$ cat config.mk
export PLATFORM = sky130hd
export DESIGN_NAME = alu_result_fifo_flat
export DESIGN_NICKNAME = d
export VERILOG_FILES = /design/src/rtl/alu_result_fifo_pkg.sv /design/src/rtl/alu_result_fifo_if.sv /design/src/rtl/alu_result_fifo_mem.sv /design/src/rtl/alu_result_fifo.sv /design/src/flat_wrapper.sv
export SDC_FILE = /design/constraint.sdc
export NUM_CORES = 1
export LEC_CHECK = 0
export ABC_AREA = 1
export CAP_MARGIN = 0
export CORE_AREA = 2 2 86 71
export CTS_CLUSTER_DIAMETER = 80
export CTS_CLUSTER_SIZE = 30
export DETAILED_ROUTE_END_ITERATION = 12
export DIE_AREA = 0 0 88 73
export PLACE_DENSITY = 0.51
export SYNTH_ARGS = -nofsm -noshare
export SYNTH_HDL_FRONTEND = slang
export SYNTH_HIERARCHICAL = 1
export SYNTH_SLANG_ARGS = --single-unit
$ cat constraint.sdc
create_clock -name clk -period 3.4 [get_ports clk]
set_input_delay 0.34 -clock clk [delete_from_list [all_inputs] [get_ports clk]]
set_output_delay 0.34 -clock clk [all_outputs]
set_load 0.03 [all_outputs]
$ cat src/rtl/alu_result_fifo_pkg.sv
// Shared ALU definitions: op encodings, result width and the packed layout of a buffered entry.
// An entry is {op[7:6], c[5:2], co_m[1], z[0]}; flags are fixed at capture time.
package alu_pkg;

    localparam int ALU_W = 4;

    localparam logic [1:0] ALU_OP_ADD = 2'd0;
    localparam logic [1:0] ALU_OP_SUB = 2'd1;
    localparam logic [1:0] ALU_OP_AND = 2'd2;
    localparam logic [1:0] ALU_OP_OR  = 2'd3;

    localparam int ENTRY_Z_BIT  = 0;
    localparam int ENTRY_CO_BIT = 1;
    localparam int ENTRY_C_LSB  = 2;
    localparam int ENTRY_OP_LSB = 6;
    localparam int ENTRY_W      = 8;

    // Carry is meaningless for logic ops, so it is forced low for AND/OR.
    function automatic logic [1:0] calc_flags(input logic [1:0] op,
                                              input logic [ALU_W-1:0] c,
                                              input logic co);
        logic co_m;
        logic z;
        co_m = co & (op != ALU_OP_AND) & (op != ALU_OP_OR);
        z    = (c == '0);
        return {co_m, z};
    endfunction

    function automatic logic [ENTRY_W-1:0] make_entry(input logic [1:0] op,
                                                      input logic [ALU_W-1:0] c,
                                                      input logic co);
        return {op, c, calc_flags(op, c, co)};
    endfunction

endpackage

$ cat src/rtl/alu_result_fifo_if.sv
// Producer/consumer handshake bundle around the ALU result buffer.
// master drives pushes and pops; slave is the buffer itself.
interface alu_result_fifo_if
    import alu_pkg::*;
#(
    parameter int DEPTH = 4
);
    localparam int CW = $clog2(DEPTH) + 1;

    logic             in_valid;
    logic             in_ready;
    logic [1:0]       in_op;
    logic [ALU_W-1:0] in_c;
    logic             in_co;
    logic             out_valid;
    logic             out_ready;
    logic [1:0]       out_op;
    logic [ALU_W-1:0] out_c;
    logic             out_co;
    logic             out_zero;
    logic [CW-1:0]    count;

    modport master (
        output in_valid, in_op, in_c, in_co, out_ready,
        input  in_ready, out_valid, out_op, out_c, out_co, out_zero, count
    );

    modport slave (
        input  in_valid, in_op, in_c, in_co, out_ready,
        output in_ready, out_valid, out_op, out_c, out_co, out_zero, count
    );

endinterface

$ cat src/rtl/alu_result_fifo_mem.sv
// DEPTH x W register array: synchronous write, asynchronous read, no reset.
// Contents after reset are don't-care; the owner masks reads while empty.
module sync_fifo_mem #(
    parameter int DEPTH = 4,
    parameter int W     = 8,
    localparam int AW   = $clog2(DEPTH)
) (
    input  logic          clk,
    input  logic          we_i,
    input  logic [AW-1:0] waddr_i,
    input  logic [W-1:0]  wdata_i,
    input  logic [AW-1:0] raddr_i,
    output logic [W-1:0]  rdata_o
);

    logic [W-1:0] mem_q [DEPTH];

    always_ff @(posedge clk) begin
        if (we_i) begin
            mem_q[waddr_i] <= wdata_i;
        end
    end

    assign rdata_o = mem_q[raddr_i];

endmodule

$ cat src/rtl/alu_result_fifo.sv
// ALU result FIFO: captures {op, c, carry, zero} on push, 1-cycle latency, in_ready drops only when full.
// Define ALU_RESULT_FIFO_BYPASS_EN to let an entry pass straight through when the FIFO is empty.
module alu_result_fifo
    import alu_pkg::*;
#(
    parameter int DEPTH = 4
) (
    input  logic               clk,
    input  logic               rst,
    alu_result_fifo_if.slave   bus
);

    localparam int AW = $clog2(DEPTH);
    localparam int CW = $clog2(DEPTH) + 1;

    logic [AW-1:0]      wr_ptr_q, wr_ptr_d;
    logic [AW-1:0]      rd_ptr_q, rd_ptr_d;
    logic [CW-1:0]      count_q, count_d;

    logic [ENTRY_W-1:0] in_entry;
    logic [ENTRY_W-1:0] rd_entry;
    logic [ENTRY_W-1:0] head_entry;
    logic               head_vld;
    logic               push;
    logic               wr_en;
    logic               pop_mem;

    sync_fifo_mem #(
        .DEPTH (DEPTH),
        .W     (ENTRY_W)
    ) u_mem (
        .clk     (clk),
        .we_i    (wr_en),
        .waddr_i (wr_ptr_q),
        .wdata_i (in_entry),
        .raddr_i (rd_ptr_q),
        .rdata_o (rd_entry)
    );

    always_comb begin
        in_entry    = make_entry(bus.in_op, bus.in_c, bus.in_co);
        bus.in_ready = (count_q != CW'(DEPTH));
        push        = bus.in_valid & bus.in_ready;
        pop_mem     = (count_q != '0) & bus.out_ready;
`ifdef ALU_RESULT_FIFO_BYPASS_EN
        // Empty FIFO: present the incoming entry directly; skip the write if it is consumed now.
        head_vld    = (count_q != '0) | bus.in_valid;
        head_entry  = (count_q == '0) ? in_entry : rd_entry;
        wr_en       = push & ~((count_q == '0) & bus.out_ready);
`else
        head_vld    = (count_q != '0);
        head_entry  = rd_entry;
        wr_en       = push;
`endif
    end

    always_comb begin
        bus.out_valid = head_vld;
        bus.out_op    = head_vld ? head_entry[ENTRY_OP_LSB +: 2]     : '0;
        bus.out_c     = head_vld ? head_entry[ENTRY_C_LSB +: ALU_W]  : '0;
        bus.out_co    = head_vld & head_entry[ENTRY_CO_BIT];
        bus.out_zero  = head_vld & head_entry[ENTRY_Z_BIT];
        bus.count     = count_q;
    end

    always_comb begin
        wr_ptr_d = wr_en   ? wr_ptr_q + 1'b1 : wr_ptr_q;
        rd_ptr_d = pop_mem ? rd_ptr_q + 1'b1 : rd_ptr_q;
        count_d  = count_q;
        case ({wr_en, pop_mem})
            2'b10:   count_d = count_q + 1'b1;
            2'b01:   count_d = count_q - 1'b1;
            default: count_d = count_q;
        endcase
    end

    always_ff @(posedge clk or posedge rst) begin
        if (rst) begin
            wr_ptr_q <= '0;
            rd_ptr_q <= '0;
            count_q  <= '0;
        end else begin
            wr_ptr_q <= wr_ptr_d;
            rd_ptr_q <= rd_ptr_d;
            count_q  <= count_d;
        end
    end

endmodule

$ cat src/flat_wrapper.sv
// flat-port wrapper written by rule: the top's interface ports become plain ports
module alu_result_fifo_flat import alu_pkg::*;
#(
    parameter int DEPTH = 4
)
  (clk, rst, bus_in_valid, bus_in_op, bus_in_c, bus_in_co, bus_out_ready, bus_in_ready, bus_out_valid, bus_out_op, bus_out_c, bus_out_co, bus_out_zero, bus_count);
  alu_result_fifo_if #(.DEPTH(DEPTH)) bus_i ();
  input  logic clk;
  input  logic rst;
  input wire logic [$bits(bus_i.in_valid)-1:0] bus_in_valid;
  input wire logic [$bits(bus_i.in_op)-1:0] bus_in_op;
  input wire logic [$bits(bus_i.in_c)-1:0] bus_in_c;
  input wire logic [$bits(bus_i.in_co)-1:0] bus_in_co;
  input wire logic [$bits(bus_i.out_ready)-1:0] bus_out_ready;
  output wire logic [$bits(bus_i.in_ready)-1:0] bus_in_ready;
  output wire logic [$bits(bus_i.out_valid)-1:0] bus_out_valid;
  output wire logic [$bits(bus_i.out_op)-1:0] bus_out_op;
  output wire logic [$bits(bus_i.out_c)-1:0] bus_out_c;
  output wire logic [$bits(bus_i.out_co)-1:0] bus_out_co;
  output wire logic [$bits(bus_i.out_zero)-1:0] bus_out_zero;
  output wire logic [$bits(bus_i.count)-1:0] bus_count;
  assign bus_i.in_valid = bus_in_valid;
  assign bus_i.in_op = bus_in_op;
  assign bus_i.in_c = bus_in_c;
  assign bus_i.in_co = bus_in_co;
  assign bus_i.out_ready = bus_out_ready;
  assign bus_in_ready = bus_i.in_ready;
  assign bus_out_valid = bus_i.out_valid;
  assign bus_out_op = bus_i.out_op;
  assign bus_out_c = bus_i.out_c;
  assign bus_out_co = bus_i.out_co;
  assign bus_out_zero = bus_i.out_zero;
  assign bus_count = bus_i.count;
  alu_result_fifo #(.DEPTH(DEPTH)) u_core (.clk(clk), .rst(rst), .bus(bus_i));
endmodule
Word-level counts from Yosys, hierarchy flattened:

Memory sizes are Yosys's and may differ from the RTL's.
Index checks and enable logic that the tools add are counted.

* input port bits: 11
* output and inout bits: 13
* register bits: 7
* bits in read-only memories: 0
* latch bits: 0
* memories kept: 1
* logic and storage cells: 27
* bits in writable memories: 32

* div/mod/pow operators: 0
* $mul: 0
* equality and inequality tests: 5
* reductions and logical operators: 3
* bitwise operators: 6
* add/sub/neg operators: 4
* multiplexer cells: 5
* shift-type cells: 0
* magnitude comparators: 0

Memories
* u_core.u_mem.mem_q: words 4, bits a word 8, read ports 1, clocked after Yosys merged registers in 0, wr ports 1, line alu_result_fifo_mem.sv:16 `logic [W-1:0] mem_q [DEPTH];`

Operator list (count)
* $and 1x1->1: 6
* $pmux 3 s2: 1
* $add 2x1->2 const B: 2
* $logic_not 4->1: 1
* $mux 4: 1
* $ne 2x2->1 const B: 2
* $add 3x1->3 const B: 1
* $ne 3x3->1 const B: 1
* $reduce_bool 3->1: 1
* $sub 3x1->3 const B: 1
* $eq 2x1->1 const B: 1
* $eq 2x2->1 const B: 1
* $mux 1: 2
* $mux 2: 1
* $reduce_bool 2->1: 1

Logic depth before layout (Yosys ltp):

Gate-level depths: netlist (run 1).

* depth in word-level cells: 4
* depth in mapped cells: 12
* mapped depth without buffers: 12

By module:

The synthesis (run 1) kept the hierarchy.

Modules (own cells, without submodules)
* sync_fifo_mem: cells each 133, area each 1387.6 um2, sequential area each 960.9 um2, times used 1
* alu_result_fifo: cells each 71, area each 504.2 um2, sequential area each 175.2 um2, times used 1

Worst setup path after synthesis (run 1):

No wires, ideal clock.

* path type: register -> register
* from: register u_core.count_q[1], in the netlist u_core/bus.count[1]
* to: memory u_core.u_mem.mem_q[0][0], enable pin
* library setup time: 0.383 ns
* period minus slack after synthesis: 1.951 ns
* path buffers: 0
* cell stages (with the launch flop): 7
* setup slack: 1.449 ns
* data required time: 3.017 ns
* arrival time: 1.568 ns
* path through: dfrtp_1 nor2_4 nand2_4 nand2_4 inv_1 inv_1 nor3_1

* cells in the longest elaborated chain, start to end: 4

Ends and longest elaborated chain
* from (decl): line alu_result_fifo.sv:18 `logic [CW-1:0] count_q, count_d;`
* from (signal assigned): line alu_result_fifo.sv:85 `count_q <= count_d;`
* $ne 3x3->1: line alu_result_fifo.sv:42 `bus.in_ready = (count_q != CW'(DEPTH));`
* net bus_in_ready: line flat_wrapper.sv:15 `output wire logic [$bits(bus_i.in_ready)-1:0] bus_in_ready;`
* $and 1x1->1: line alu_result_fifo.sv:43 `push = bus.in_valid & bus.in_ready;`
* net u_core.push: line alu_result_fifo.sv:24 `logic push;`
* $mux 1: line alu_result_fifo_mem.sv:19 `if (we_i) begin`
* $mux 1 (not written as such): line alu_result_fifo_mem.sv:20 `mem_q[waddr_i] <= wdata_i;`
* to (decl): line alu_result_fifo_mem.sv:16

The timed path passes the listed nets, and every way through them passes these cells.

Final worst setup path (run 1):

* from: register u_core.rd_ptr_q[0]
* to: output port bus_out_c[2]

* cells in the longest elaborated chain, start to end: 2

Ends and longest elaborated chain
* from (decl): line alu_result_fifo.sv:17 `logic [AW-1:0] rd_ptr_q, rd_ptr_d;`
* from (signal assigned): line alu_result_fifo.sv:84 `rd_ptr_q <= rd_ptr_d;`
* $mem_v2 4x8
* net u_core.head_entry[4]: line alu_result_fifo.sv:22 `logic [ENTRY_W-1:0] head_entry;`
* $mux 4: line alu_result_fifo.sv:60 `bus.out_c = head_vld ? head_entry[ENTRY_C_LSB +: ALU_W] : '0;`
* to (decl): line flat_wrapper.sv:18 `output wire logic [$bits(bus_i.out_c)-1:0] bus_out_c;`

The timed path passes the listed nets, and every way through them passes these cells.

==> results of run 1 <==
[worst paths after layout]
kind / from / end / cells past startpoint
hold reg to reg: u_core/wr_ptr_q[1] / u_core/wr_ptr_q[1] / 2
setup / recovery: u_core/rd_ptr_q[0] / bus_out_c[2] / 7
min in group clk: u_core/wr_ptr_q[1] / u_core/wr_ptr_q[1] / 2
max in group asynchronous: rst / u_core/wr_ptr_q[1] / 2
hold / removal: rst / u_core/rd_ptr_q[1] / 2
setup reg to reg: u_core/bus.count[1] / u_core/bus.count[2] / 10
[cell families (layout without fill, tap and decap cells)]
logic type	Yosys count	after routing
compound gates	1	1
xor+xnor	1	1
fa+ha+maj	2	2
buf+inv	62	92
flops	39	39
simple gates	99	99
[synth_stat cells]
master    instances  area share, %
o21ai_0           1           0.26
nor3b_1           1           0.40
buf_6             2            1.2
inv_4             2           0.66
nor3_1            4            1.1
dfrtp_1           7            9.3
nand2_4           3            1.8
buf_2             1           0.26
nand3b_1          4            1.6
nand2_1          57             11
inv_2             1           0.20
inv_1            55             11
edfxtp_1         32             51
buf_4             1           0.40
nand3_1          17            4.5
nand4_1           1           0.33
nor2_1           10            2.0
fa_1              1            1.1
nor2_4            1           0.60
nand2_2           1           0.33
xnor2_1           1           0.46
ha_1              1           0.66
[cell usage in the layout, fill, tap and decap left out, drive strengths merged]
cell,synthesis,layout
nor3b,1,1
clkdlybuf4s50,0,23
o21ai,1,1
nor2,11,11
clkinv,0,2
edfxtp,32,32
ha,1,1
nand3,17,17
dfrtp,7,7
clkbuf,0,5
nand4,1,1
nor3,4,4
nand2,61,61
fa,1,1
buf,4,4
inv,58,58
xnor2,1,1
nand3b,4,4
[power breakdown]
part	internal, uW	switching [uW]	leakage, uW
clock network	137	151	0.0000414
logic	398	630	0.000679
registers	642	118	0.000380
total	1180	899	0.00110
[sequential cells by signal, summed over array words and instances, names as in the netlist]
register	count
u_core/rd_ptr_q	2
u_core/u_mem/mem_q	32
u_core/bus.count	3
u_core/wr_ptr_q	2
[stage by stage]
stage | cells | worst slack [ns] | power (uW) | hold slack [ns] | util, %
5_1_grt | 315 | 0.485 | 2250 | 0.339 | 40.6
3_5_place_dp | 308 | 0.986 | 1810 | 0.543 | 39.2
2_1_floorplan | 204 | 1.45 | 1460 | 0.143 | -
4_1_cts | 315 | 0.651 | 2100 | 0.297 | 40.6
3_3_place_gp | 308 | 1.01 | 1800 | 0.535 | 39.2
6_report | 315 | 0.671 | 2080 | 0.295 | 40.6
[worst max-delay path, stage by stage (launching register included)]
cell	delay (ns)
dfrtp_1	0.79
inv_4	0.20
nand2_1	0.11
nand3_1	0.07
nand2_1	0.08
inv_1	0.04
nor2_1	0.13
clkdlybuf4s50_1	0.69
[final cells by class]
class,count,share of cell area (%)
sequential,39,49.5
multi-input combinational,103,21.7
timing repair buffer,27,11.3
inverter,58,9.70
tap,81,4.41
clock buffer,5,3.00
clock inverter,2,0.381
[layer usage]
metal	up-vias	wire length, microns
met5	-	0
met4	0	31
met3	4	148
met2	22	1540
met1	583	1790
li1	675	-
==> results.txt, run 1 <==
CP startpoint kind: flip-flop
Port Buffers: 23
Post-DP Area: 2220 sq um
Busiest metal layer after global routing: met2
Gates resized, CTS repair: 0
Sink Count: 39
Max-Cap Viols: 0
CTS Buffer Depth: 2
Syn nets: 217
Initial core utilization: 33.4%
Cts bufs inserted: 5
CTS clk-pin slew, worst paths: 0.07 ns
Fill cells: 571
Global-route wire length before repair: 5.93 mm
Antenna Cells: 0
Vias in the first global route: 1168
Largest net degree at the start of global routing: 21
Synth unique cells: 22
Final HPWL DP: 2.36 mm
Synth Area in Compound Gates: 0.265%
Final min period: 2.73 ns
Seq/Total Area, Yosys: 60.1%
Initial antenna violation count: 0
Multiplexer area fraction after synthesis: 0%
GRT overflow: 0
Setup TNS: 0 ns
RePlAce Congestion: 0.749
Crit. End Element: output port
Drt total wl: 3.51 mm
Residual DRC count: 0
Total GRT Usage: 12.2%
Grt met1 use: 18.0%
Reg2Reg Setup Slack: 1.61 ns
Slew HR: 53.8%
Met2 GRT Util: 18.1%
Max VDD drop: 296 uV
FMAX: 366 MHz
Clock tree root driver cell: clkbuf_8
Final Hold Vio Count: 0
Finished layout cell area: 2300 sq um
Routed length per instance: 11.2 microns
Worst-Margin Slew: 0.693 ns
Final setup fails: 0
FF/Latch Area: 1140 sq um
Cell Rows: 25
Area growth syn-to-layout: 21.4%
Setup Skew: 0.00480 ns
CP Class: flip-flop to output port
Layout cells sized above 1: 7.69%
IO Count: 24
Initial drt markers: 66
DIE WIDTH: 88 microns
DIE AREA: 6420 sq um
Post-synthesis adder-cell area fraction: 1.72%
Htree depth: 2
Fin crit share: 80.3%
LEAKAGE: 0.00110 uW
TritonCTS clock tree: yes
#FFs+latches synth: 39
Synth Warn #: 6
Layout Nets: 247
Die height: 73 microns
Largest family of logic cells by synthesized area: simple AND/OR/NAND/NOR gates
Final ANT Viol Nets: 0
Via Count: 1284
Hold_buf cts: 0
Cell Pwr Density: 904 nW/um^2
Core area: 5660 sq um
Mapped Area: 1890 sq um
Met3 usage in global routing: 2.83%
1st-pass router iterations: 4
Vias per inst: 4.08
HP Class: input pin to asynchronous set/reset pin
Postcts setup bufs: 0
Cell count after synthesis: 204
Max Fanout on Critical Path: 20
Outcome: complete, no violations
Arr. time, crit path: 2.39 ns
XOR/XNOR share of the synthesized area: 0.463%
Synth Area in Simple Gates: 23.9%
Worst EP required: 3.06 ns
Slew Limit Fails: 0
Multi-input gate area: 498 sq um
RSZ-0062 raised after global routing: no
Skew-Pair Late Insertion Delay: 0.28 ns
Mean post-synth cell area: 9.27 sq um
No activity file was read; power rests on OpenSTA's default activity.
==> inputs of run 2 (changes only) <==
==> constraint.sdc (replaced) <==
create_clock -name clk -period 2.73 [get_ports clk]
set_input_delay 0.273 -clock clk [delete_from_list [all_inputs] [get_ports clk]]
set_output_delay 0.273 -clock clk [all_outputs]
set_load 0.03 [all_outputs]
==> run 2 against run 1 <==
- first-iteration DRC count is the same
- clock power increased by 62%
- via count is 0.31% higher
- sequential cell count is the same
- sequential power grew 19%
- critical path depth shrank 1
- non-clock buffer count increased by 1
- die area unchanged
- routed wire length grew 0.60%
- critical path type unchanged
- largest power group unchanged
- highest routed layer unchanged
==> results.txt, run 2 (synthesis results as in run 1) <==
Outcome: complete, no violations
Cts bufs inserted: 5 (unchanged)
Final min period: 2.42 ns
Top Metal Used: met4
Antenna Cells: 0 (unchanged)
Crit. End Element: output port
Worst EP required: 2.46 ns (-0.60 ns)
Met3 wire len: 100 microns (-32%)
Most used cell, CP: inv_1
Area growth syn-to-layout: 23.3%
Final setup fails: 0 (unchanged)
Cell Pwr Density: 1160 nW/um^2 (+28%)
Gates resized, CTS repair: 0 (unchanged)
Initial antenna violation count: 0 (unchanged)
Layout Nets: 248 (+0.40%)
CTS clk-pin slew, worst paths: 0.07 ns (about the same)
Arr. time, crit path: 2.14 ns (-0.25 ns)
Die height: 73 microns (unchanged)
Final Hold Vio Count: 0 (unchanged)
LEAKAGE: 0.00112 uW (+1.7%)
1st-pass router iterations: 4 (unchanged)
Layout cells sized above 1: 8.47% (+0.78 points)
Postcts setup bufs: 0 (unchanged)
Largest net degree at the start of global routing: 21 (unchanged)
Final HPWL DP: 2.39 mm (+1.2%)
Via Count: 1288 (+0.31%)
Flip-flop count of the largest register after layout: 32 (unchanged)
Htree depth: 2 (unchanged)
CP Class: flip-flop to output port
DIE WIDTH: 88 microns (unchanged)
IO Count: 24 (unchanged)
Commonest cells after routing, fill and taps aside: 57 x nand2_1, 55 x inv_1, 32 x edfxtp_1
Global-route wire length before repair: 5.89 mm (-0.71%)
CP bufs+invs: 3 (unchanged)
TritonCTS clock tree: yes
Final ANT Viol Nets: 0 (unchanged)
Worst path max stage delay: 0.68 ns (-0.11 ns)
RePlAce Congestion: 0.733 (-2.1%)
Max VDD drop: 384 uV (+30%)
CP top delay family: buffers and inverters
Worst-Margin Slew: 0.399 ns (-0.294 ns)
Initial core utilization: 33.4% (unchanged)
Vias per inst: 4.06 (-0.32%)
Residual DRC count: 0 (unchanged)
DIE AREA: 6420 sq um (unchanged)
Most common cell after layout, fill and taps aside: nand2_1
Post-DP Area: 2230 sq um (+0.34%)
Met2 WL: 1.54 mm (+0.13%)
Skew-Pair Late Insertion Delay: 0.29 ns (about the same)
Core area: 5660 sq um (unchanged)
Reg2Reg Setup Slack: 0.92 ns (-0.69 ns)
Setup TNS: 0 ns (unchanged)
Setup Skew: 0.00454 ns (-0.000265 ns)
CTS Buffer Depth: 2 (unchanged)
Clock tree root driver cell: clkbuf_8
Finished Core Util: 41.2% (+0.66 points)
GRT overflow: 0 (unchanged)
Cell Chain, Critical Path: inv_1 > nand3_1 > nand2_1 > inv_1 > nor2_1 > clkdlybuf4s50_1
Max Fanout on Critical Path: 11 (-45%)
Crit path depth: 6 (-1)
Port Buffers: 23 (unchanged)
Top reg by flops: u_core/u_mem/mem_q
Fin crit share: 88.5%
Total GRT Usage: 12.5% (+0.29 points)
Slowest CP cell: clkdlybuf4s50_1
R2R depth: 10 (unchanged)
Slew Limit Fails: 0 (unchanged)
Sink Count: 39 (unchanged)
Launching point of the worst reg2reg path: u_core/bus.count[1]
Max-Cap Viols: 0 (unchanged)
CP startpoint kind: flip-flop
FMAX: 414 MHz
Worst reg2reg endpoint: u_core/bus.count[2]
Pwr Total: 2700 uW (+30%)
Routed length per instance: 11.1 microns (about the same)
HP Class: input pin to asynchronous set/reset pin
Vias in the first global route: 1212 (+3.8%)
Met1 WL: 1.79 mm (-0.22%)
RSZ-0062 raised after global routing: no
Finished layout cell area: 2330 sq um (+1.6%)
Dpl cells: 309 (+0.32%)
Hold_buf cts: 0 (unchanged)
Initial drt markers: 66 (unchanged)
Setup crit start: u_core/rd_ptr_q[1]
Non-filler cells, final: 317 (+0.63%)
Slew HR: 73.3% (+20 points)
Cell Rows: 25 (unchanged)
Drt total wl: 3.53 mm (+0.60%)
[run 2: changes by cell type in the layout (fill, tap and decap cells not counted)]
cell / before / now
bufinv_16: 0 / 1
buf_4: 4 / 5
[run 2: metrics by stage]
step / hold WS [ns] / setup WS, ns
after floorplan: 0.0764 / 0.779
after global placement: 0.533 / 0.646
after detailed placement: 0.542 / 0.627
after CTS: 0.225 / 0.276
after global routing: 0.248 / 0.171
final: 0.216 / 0.313
[run 2: power by group]
part | total [uW] | internal, uW | switching, uW | leakage, uW
sequential | 901 | 800 | 101 | 0.000380
combinational | 1340 | 505 | 830 | 0.000684
clock | 467 | 267 | 200 | 0.0000556
total | 2700 | 1570 | 1130 | 0.00112
[run 2: how the worst max path moves through the flow]
stage,end
6_report,bus_out_c[2]
5_1_grt,bus_out_c[2]
4_1_cts,bus_out_c[2]
3_5_place_dp,bus_out_c[2]
3_3_place_gp,bus_out_c[2]
2_1_floorplan,u_core/u_mem/mem_q[0][0]
[run 2: layout make-up]
type	count	area (sq um)
clock inverter	3	38.8
clock buffer	5	68.8
tap	81	101
multi-input combinational	103	498
timing repair buffer	28	268
sequential	39	1140
fill	572	3330
inverter	58	223
[run 2: metal layers]
metal	GRT usage [%]	vias to the layer above
met5	0	-
met4	6.84	0
met3	2.38	9
met2	18.7	25
met1	17.2	578
li1	-	676
